[config.mk]
export PLATFORM = sky130hd
export DESIGN_NAME = hazard_ctrl
export DESIGN_NICKNAME = d
export VERILOG_FILES = /design/src/rtl/hazard_ctrl.sv
export SDC_FILE = /design/constraint.sdc
export NUM_CORES = 1
export LEC_CHECK = 0
export ABC_AREA = 1
export BUFFER_PORTS_ARGS = -buffer_cell sky130_fd_sc_hd__buf_2
export CORE_ASPECT_RATIO = 1.4
export CORE_MARGIN = 2
export CORE_UTILIZATION = 46
export DETAILED_ROUTE_END_ITERATION = 10
export PLACE_DENSITY_LB_ADDON = 0.25
export REMOVE_ABC_BUFFERS = 1
export SLEW_MARGIN = 20
export SYNTH_ARGS = -nofsm -noshare
export SYNTH_HDL_FRONTEND = slang
export SYNTH_SLANG_ARGS = --single-unit
[constraint.sdc]
create_clock -name clk -period 2.27 [get_ports clk]
set_clock_uncertainty 0.05 [all_clocks]
set_input_delay 0.454 -clock clk [delete_from_list [all_inputs] [get_ports clk]]
set_output_delay 0.454 -clock clk [all_outputs]
set_load 0.005 [all_outputs]
[src/rtl/hazard_ctrl.sv]
// -----------------------------------------------------------------------------
// hazard_ctrl
//
// Hazard detection and forwarding control for a five-stage in-order pipeline
// (IF, ID, EX, MEM, WB). The block keeps a small shadow of the instruction
// class and destination register held in EX, MEM and WB. From that shadow and
// from the instruction sitting in ID it works out three things:
//   - operand forwarding selects for the ID-stage rs1/rs2 operands,
//   - a one-cycle load-use stall (PC hold, IF/ID hold, ID/EX bubble),
//   - the store-data forward used when a store in MEM needs load data in WB.
// Taken branches resolved in ID flush IF/ID unless a stall is pending, in
// which case the branch simply waits one cycle and re-evaluates.
//
// Ports
//   clk               in   rising-edge clock
//   rst_n             in   asynchronous active-low reset
//   rs1use, rs2use    in   ID instruction reads rs1 / rs2
//   hazard_optype_ID  in   ID class: 0 none, 1 ALU, 2 LOAD, 3 STORE
//   rs1addr_ID        in   ID rs1 address
//   rs2addr_ID        in   ID rs2 address
//   rd_ID             in   ID destination address
//   Branch_ID         in   taken branch / JAL / JALR resolved in ID
//   forward_ctrl_A    out  rs1 select: 0 regfile, 1 EX ALU, 2 MEM ALU, 3 MEM load
//   forward_ctrl_B    out  rs2 select, same encoding as forward_ctrl_A
//   forward_ctrl_ls   out  MEM store data: 1 WB load data, 0 pipelined rs2
//   PC_EN_IF          out  PC update enable
//   reg_FD_EN         out  IF/ID register enable
//   reg_FD_flush      out  IF/ID register flush
//   reg_DE_flush      out  ID/EX register flush (bubble insert)
//
// All outputs are combinational from the current ID inputs and the tracked
// stage entries, so the decision is available in the same cycle.
// -----------------------------------------------------------------------------
module hazard_ctrl #(
   parameter int AW = 5
) (
   input  logic          clk,
   input  logic          rst_n,
   input  logic          rs1use,
   input  logic          rs2use,
   input  logic [1:0]    hazard_optype_ID,
   input  logic [AW-1:0] rs1addr_ID,
   input  logic [AW-1:0] rs2addr_ID,
   input  logic [AW-1:0] rd_ID,
   input  logic          Branch_ID,
   output logic [1:0]    forward_ctrl_A,
   output logic [1:0]    forward_ctrl_B,
   output logic          forward_ctrl_ls,
   output logic          PC_EN_IF,
   output logic          reg_FD_EN,
   output logic          reg_FD_flush,
   output logic          reg_DE_flush
);

   typedef enum logic [1:0] {
      OP_NONE  = 2'd0,
      OP_ALU   = 2'd1,
      OP_LOAD  = 2'd2,
      OP_STORE = 2'd3
   } optype_e;

   // Forwarding select encoding shared by both ID operands.
   localparam logic [1:0] FWD_RF      = 2'd0;
   localparam logic [1:0] FWD_EX_ALU  = 2'd1;
   localparam logic [1:0] FWD_MEM_ALU = 2'd2;
   localparam logic [1:0] FWD_MEM_LD  = 2'd3;

   // EX and MEM entries also carry the rs2 of a store so that the store-data
   // forward can be decided once the store reaches MEM. WB only needs the
   // producer information.
   typedef struct packed {
      optype_e       op;
      logic [AW-1:0] rd;
      logic [AW-1:0] rs2;
   } stage_t;

   localparam stage_t STAGE_EMPTY = '{op: OP_NONE, rd: '0, rs2: '0};

   stage_t        ex_q,  ex_d;
   stage_t        mem_q, mem_d;
   optype_e       wb_op_q, wb_op_d;
   logic [AW-1:0] wb_rd_q, wb_rd_d;

   optype_e id_op;
   logic    stall;
   logic    ex_load_rs1, ex_load_rs2;

   assign id_op = optype_e'(hazard_optype_ID);

   // A stage can supply a value only if it writes a register, and x0 never
   // counts as a destination.
   function automatic logic is_producer(input optype_e op, input logic [AW-1:0] rd);
      return ((op == OP_ALU) || (op == OP_LOAD)) && (rd != '0);
   endfunction

   function automatic logic src_match(input logic          use_src,
                                      input logic [AW-1:0] addr,
                                      input optype_e       op,
                                      input logic [AW-1:0] rd);
      return use_src && is_producer(op, rd) && (addr == rd);
   endfunction

   // Youngest producer wins. A LOAD in EX is not a forwarding source: that
   // case is handled by the stall, after which the load sits in MEM.
   function automatic logic [1:0] fwd_sel(input logic          use_src,
                                          input logic [AW-1:0] addr,
                                          input stage_t        ex,
                                          input stage_t        mem);
      logic [1:0] sel;
      sel = FWD_RF;
      if (src_match(use_src, addr, ex.op, ex.rd) && (ex.op == OP_ALU)) begin
         sel = FWD_EX_ALU;
      end else if (src_match(use_src, addr, mem.op, mem.rd) && (mem.op == OP_ALU)) begin
         sel = FWD_MEM_ALU;
      end else if (src_match(use_src, addr, mem.op, mem.rd) && (mem.op == OP_LOAD)) begin
         sel = FWD_MEM_LD;
      end
      return sel;
   endfunction

   // ---------------------------------------------------------------------------
   // Load-use detection. A store whose data operand (rs2) comes from the load
   // in EX does not stall: the data is only needed in MEM, by which time the
   // load has reached WB and forward_ctrl_ls routes it across.
   // ---------------------------------------------------------------------------
   always_comb begin
      ex_load_rs1 = 1'b0;
      ex_load_rs2 = 1'b0;
      if (ex_q.op == OP_LOAD) begin
         ex_load_rs1 = src_match(rs1use, rs1addr_ID, ex_q.op, ex_q.rd);
         ex_load_rs2 = src_match(rs2use, rs2addr_ID, ex_q.op, ex_q.rd);
      end
      stall = ex_load_rs1 || (ex_load_rs2 && (id_op != OP_STORE));
   end

   // ---------------------------------------------------------------------------
   // Outputs
   // ---------------------------------------------------------------------------
   always_comb begin
      forward_ctrl_A  = fwd_sel(rs1use, rs1addr_ID, ex_q, mem_q);
      forward_ctrl_B  = fwd_sel(rs2use, rs2addr_ID, ex_q, mem_q);
      forward_ctrl_ls = (mem_q.op == OP_STORE) && (wb_op_q == OP_LOAD) &&
                        (wb_rd_q != '0) && (wb_rd_q == mem_q.rs2);

      PC_EN_IF     = 1'b1;
      reg_FD_EN    = 1'b1;
      reg_FD_flush = 1'b0;
      reg_DE_flush = 1'b0;
      if (stall) begin
         // Stall takes priority over a branch; the branch stays in ID and is
         // resolved again next cycle with the load value forwarded from MEM.
         PC_EN_IF     = 1'b0;
         reg_FD_EN    = 1'b0;
         reg_DE_flush = 1'b1;
      end else if (Branch_ID) begin
         reg_FD_flush = 1'b1;
      end
   end

   // ---------------------------------------------------------------------------
   // Stage tracker next state
   // ---------------------------------------------------------------------------
   always_comb begin
      ex_d = STAGE_EMPTY;
      if (!stall) begin
         ex_d.op  = id_op;
         ex_d.rd  = rd_ID;
         ex_d.rs2 = ((id_op == OP_STORE) && rs2use) ? rs2addr_ID : '0;
      end
      mem_d   = ex_q;
      wb_op_d = mem_q.op;
      wb_rd_d = mem_q.rd;
   end

   always_ff @(posedge clk or negedge rst_n) begin
      if (!rst_n) begin
         ex_q    <= STAGE_EMPTY;
         mem_q   <= STAGE_EMPTY;
         wb_op_q <= OP_NONE;
         wb_rd_q <= '0;
      end else begin
         ex_q    <= ex_d;
         mem_q   <= mem_d;
         wb_op_q <= wb_op_d;
         wb_rd_q <= wb_rd_d;
      end
   end

endmodule

==> summary.txt <==
max-slew violation count: 0
die area: 3860 um^2
ant diodes: 0
sequential share of the synthesized area: 50.0%
worst path required time: 1770 ps
crit-path cells: ha_1 -> inv_1 -> nand2_1 -> nor2_2 -> nand3_1 -> nand2_1 -> nand2_1 -> inv_1 -> buf_2
First-pass DRT Iterations: 4
initial core utilization: 48.7%
non-filler instance count after layout: 260
CTS sink cnt: 31
Core ar.: 3180 um^2
Post-Route WL: 2.92 mm
f_max: 462 MHz
Worst R2R End: ex_q[11]$_DFF_PN0_
Die W: 53.1 um
most frequent cells in the layout: nand2_1 (33), dfrtp_1 (31), buf_2 (30)
Ys Warns: 0
area of the mapped netlist: 1550 um^2
Chip Height: 72.7 um
largest net degree at the start of global routing: 32
vias per inst: 4.70
setup tns final: 0 ps
Critical Path Fanout Max: 3
outcome: finished, final reports clean
Clk Latency, worst-skew pair: 280 ps
port bufs: 30
DRC Markers: 0
leakage power: 1.01 nW
Final setup viols: 0
CP endpoint kind: output port
worst path arrival time: 1660 ps
Critical Path Start Type: register
synth top area cells: dfrtp_1 (50%), nand2_1 (8.2%), inv_1 (7.0%)
Tightest Hold Check Type: in2async
vias in the first global route: 1246
CTS tree: built
Crit Path Class: reg2out
reg-to-reg startpoint: ex_q[11]$_DFF_PN0_
Worst slew margin: 55.2%
final hold violations: 0
Syn-to-layout area delta: 22.4%
WP buf/inv: 3
first-pass GRT wire length: 5.09 mm
Slowest cell on crit path: dfrtp_1
root buffer cell: clkbuf_8
number of CTS-inserted buffers: 5
CP max stage delay: 400 ps
R2R Setup Slk: 590 ps
placed cells: 248
layout cells sized above 1: 30.8%
Placement Rows: 24
DR WL/cell: 11.2 um
synth unique cells: 22
initial antenna violation count: 0
crit share post-route: 95.3%
gr usage total: 18.6%
commonest non-fill, non-tap cell in the layout: nand2_1
Least-Margin Pin Slew: 671 ps
PD cells: 679 nW/um^2
H-Tree Depth: 2
Worst VDD drop: 513 uV
CP top delay family: simple AND/OR/NAND/NOR gates
reg2reg path depth: 8
total gr overflow: 0
CTS clk-pin slew, worst paths: 60 ps
# Max-Cap Violations: 0
Final Cell Area: 1900 um^2
Detailed Place HPWL: 2.16 mm
IO Pins: 31
crit path time final: 2160 ps
placer congestion estimate: 0.926
routed via count: 1223
post-route ant nets: 0
Final nets: 247
placed inst area: 1730 um^2
most used cell, CP: nand2_1
initial DRC count: 21
hold buffer count at CTS: 0
Post-Synthesis Cells: 180
clk buf depth: 2
syn_area_per_cell: 8.61 um^2
register bit total from synthesis: 31
area leader, netlist: dfrtp_1
top cell type's share of synthesized area: 50.0%
-- worst register-to-register path: cells and delay by family (launching register included) --
family                   cells  cell delay [ps]
adder cells (fa/ha/maj)      1              270
buffers and inverters        2              270
flip-flops                   1              400
AND/OR/NAND/NOR              5              560
-- stage by stage --
| stage | utilization (%) | setup slack (ps) | hold slack (ps) | power, mW |
|---|---|---|---|---|
| after CTS | 58.0 | 45.6 | 169 | 1.30 |
| after global routing | 59.6 | -5.02 | 208 | 1.35 |
| after floorplan | - | 400 | 108 | 0.685 |
| final | 59.6 | 107 | 156 | 1.29 |
| after global placement | 54.3 | 319 | 283 | 0.741 |
| after detailed placement | 54.3 | 312 | 286 | 0.742 |
-- power by group --
part,internal [mW],switching (mW),total (mW)
registers,0.578,0.0194,0.597
logic,0.0611,0.0839,0.145
clock network,0.354,0.193,0.547
total,0.993,0.296,1.29
-- flip-flops by register name (all words and copies together), names as in the netlist --
signal	count
wb_op_d	2
mem_q	5
ex_q	12
wb_rd_q	5
wb_rd_d	5
wb_op_q	2
-- what timing repair did --
action                                  in CTS  in global routing
buffers inserted                             0                  4
endpoints found under the setup margin       0                  7
gates resized for setup                      0                  6
-- synthesized netlist by cell type (all sizes together) --
cell type / n
nor3: 4
a21oi: 3
buf: 2
nand3: 10
nand4: 5
o21ai: 4
or2: 3
nor2: 30
and2: 1
xnor2: 8
dfrtp: 31
nand2: 35
nor4: 1
inv: 33
xor2: 3
ha: 5
o22ai: 2
-- layer usage --
| metal | vias up | share of wire (%) | wire length (um) | GRT usage [%] |
|---|---|---|---|---|
| met4 | 0 | 4.3 | 125 | 11.4 |
| met3 | 12 | 5.2 | 151 | 4.71 |
| met5 | - | 0 | 0 | 0 |
| met1 | 543 | 36 | 1060 | 19.3 |
| met2 | 36 | 54 | 1580 | 32.4 |
| li1 | 632 | - | - | - |
-- cell families after synthesis --
kind of cell	count (synthesis)	share of synthesized area (%)
adder cells (fa/ha/maj)	5	4.04
AND/OR/NAND/NOR	89	26.9
flip-flops	31	50.0
AO/OA/AOI/OAI	9	3.07
XOR/XNOR	11	6.22
buffers and inverters	35	9.77
-- area by class of cell --
cell class / count / area, um^2
Fill cell: 302 / 1280
Sequential cell: 31 / 776
Multi-Input combinational cell: 114 / 644
Timing Repair Buffer: 35 / 188
Inverter: 33 / 124
Clock buffer: 6 / 82.6
Tap cell: 39 / 48.8
Clock inverter: 2 / 35.0
-- worst max-delay path by stage --
stage | start | endpoint | slack (ps) | depth (start not counted)
after floorplan | ex_q[10]$_DFF_PN0_ | reg_FD_flush | 400 | 8
after global placement | rs2addr_ID[4] | forward_ctrl_B[1] | 320 | 7
after detailed placement | rs2addr_ID[4] | forward_ctrl_B[1] | 310 | 7
after CTS | ex_q[10]$_DFF_PN0_ | forward_ctrl_A[1] | 50 | 8
after global routing | ex_q[11]$_DFF_PN0_ | forward_ctrl_B[1] | -5 | 8
final | ex_q[11]$_DFF_PN0_ | reg_DE_flush | 110 | 9
Note: power is estimated with default switching activity, not from simulation.
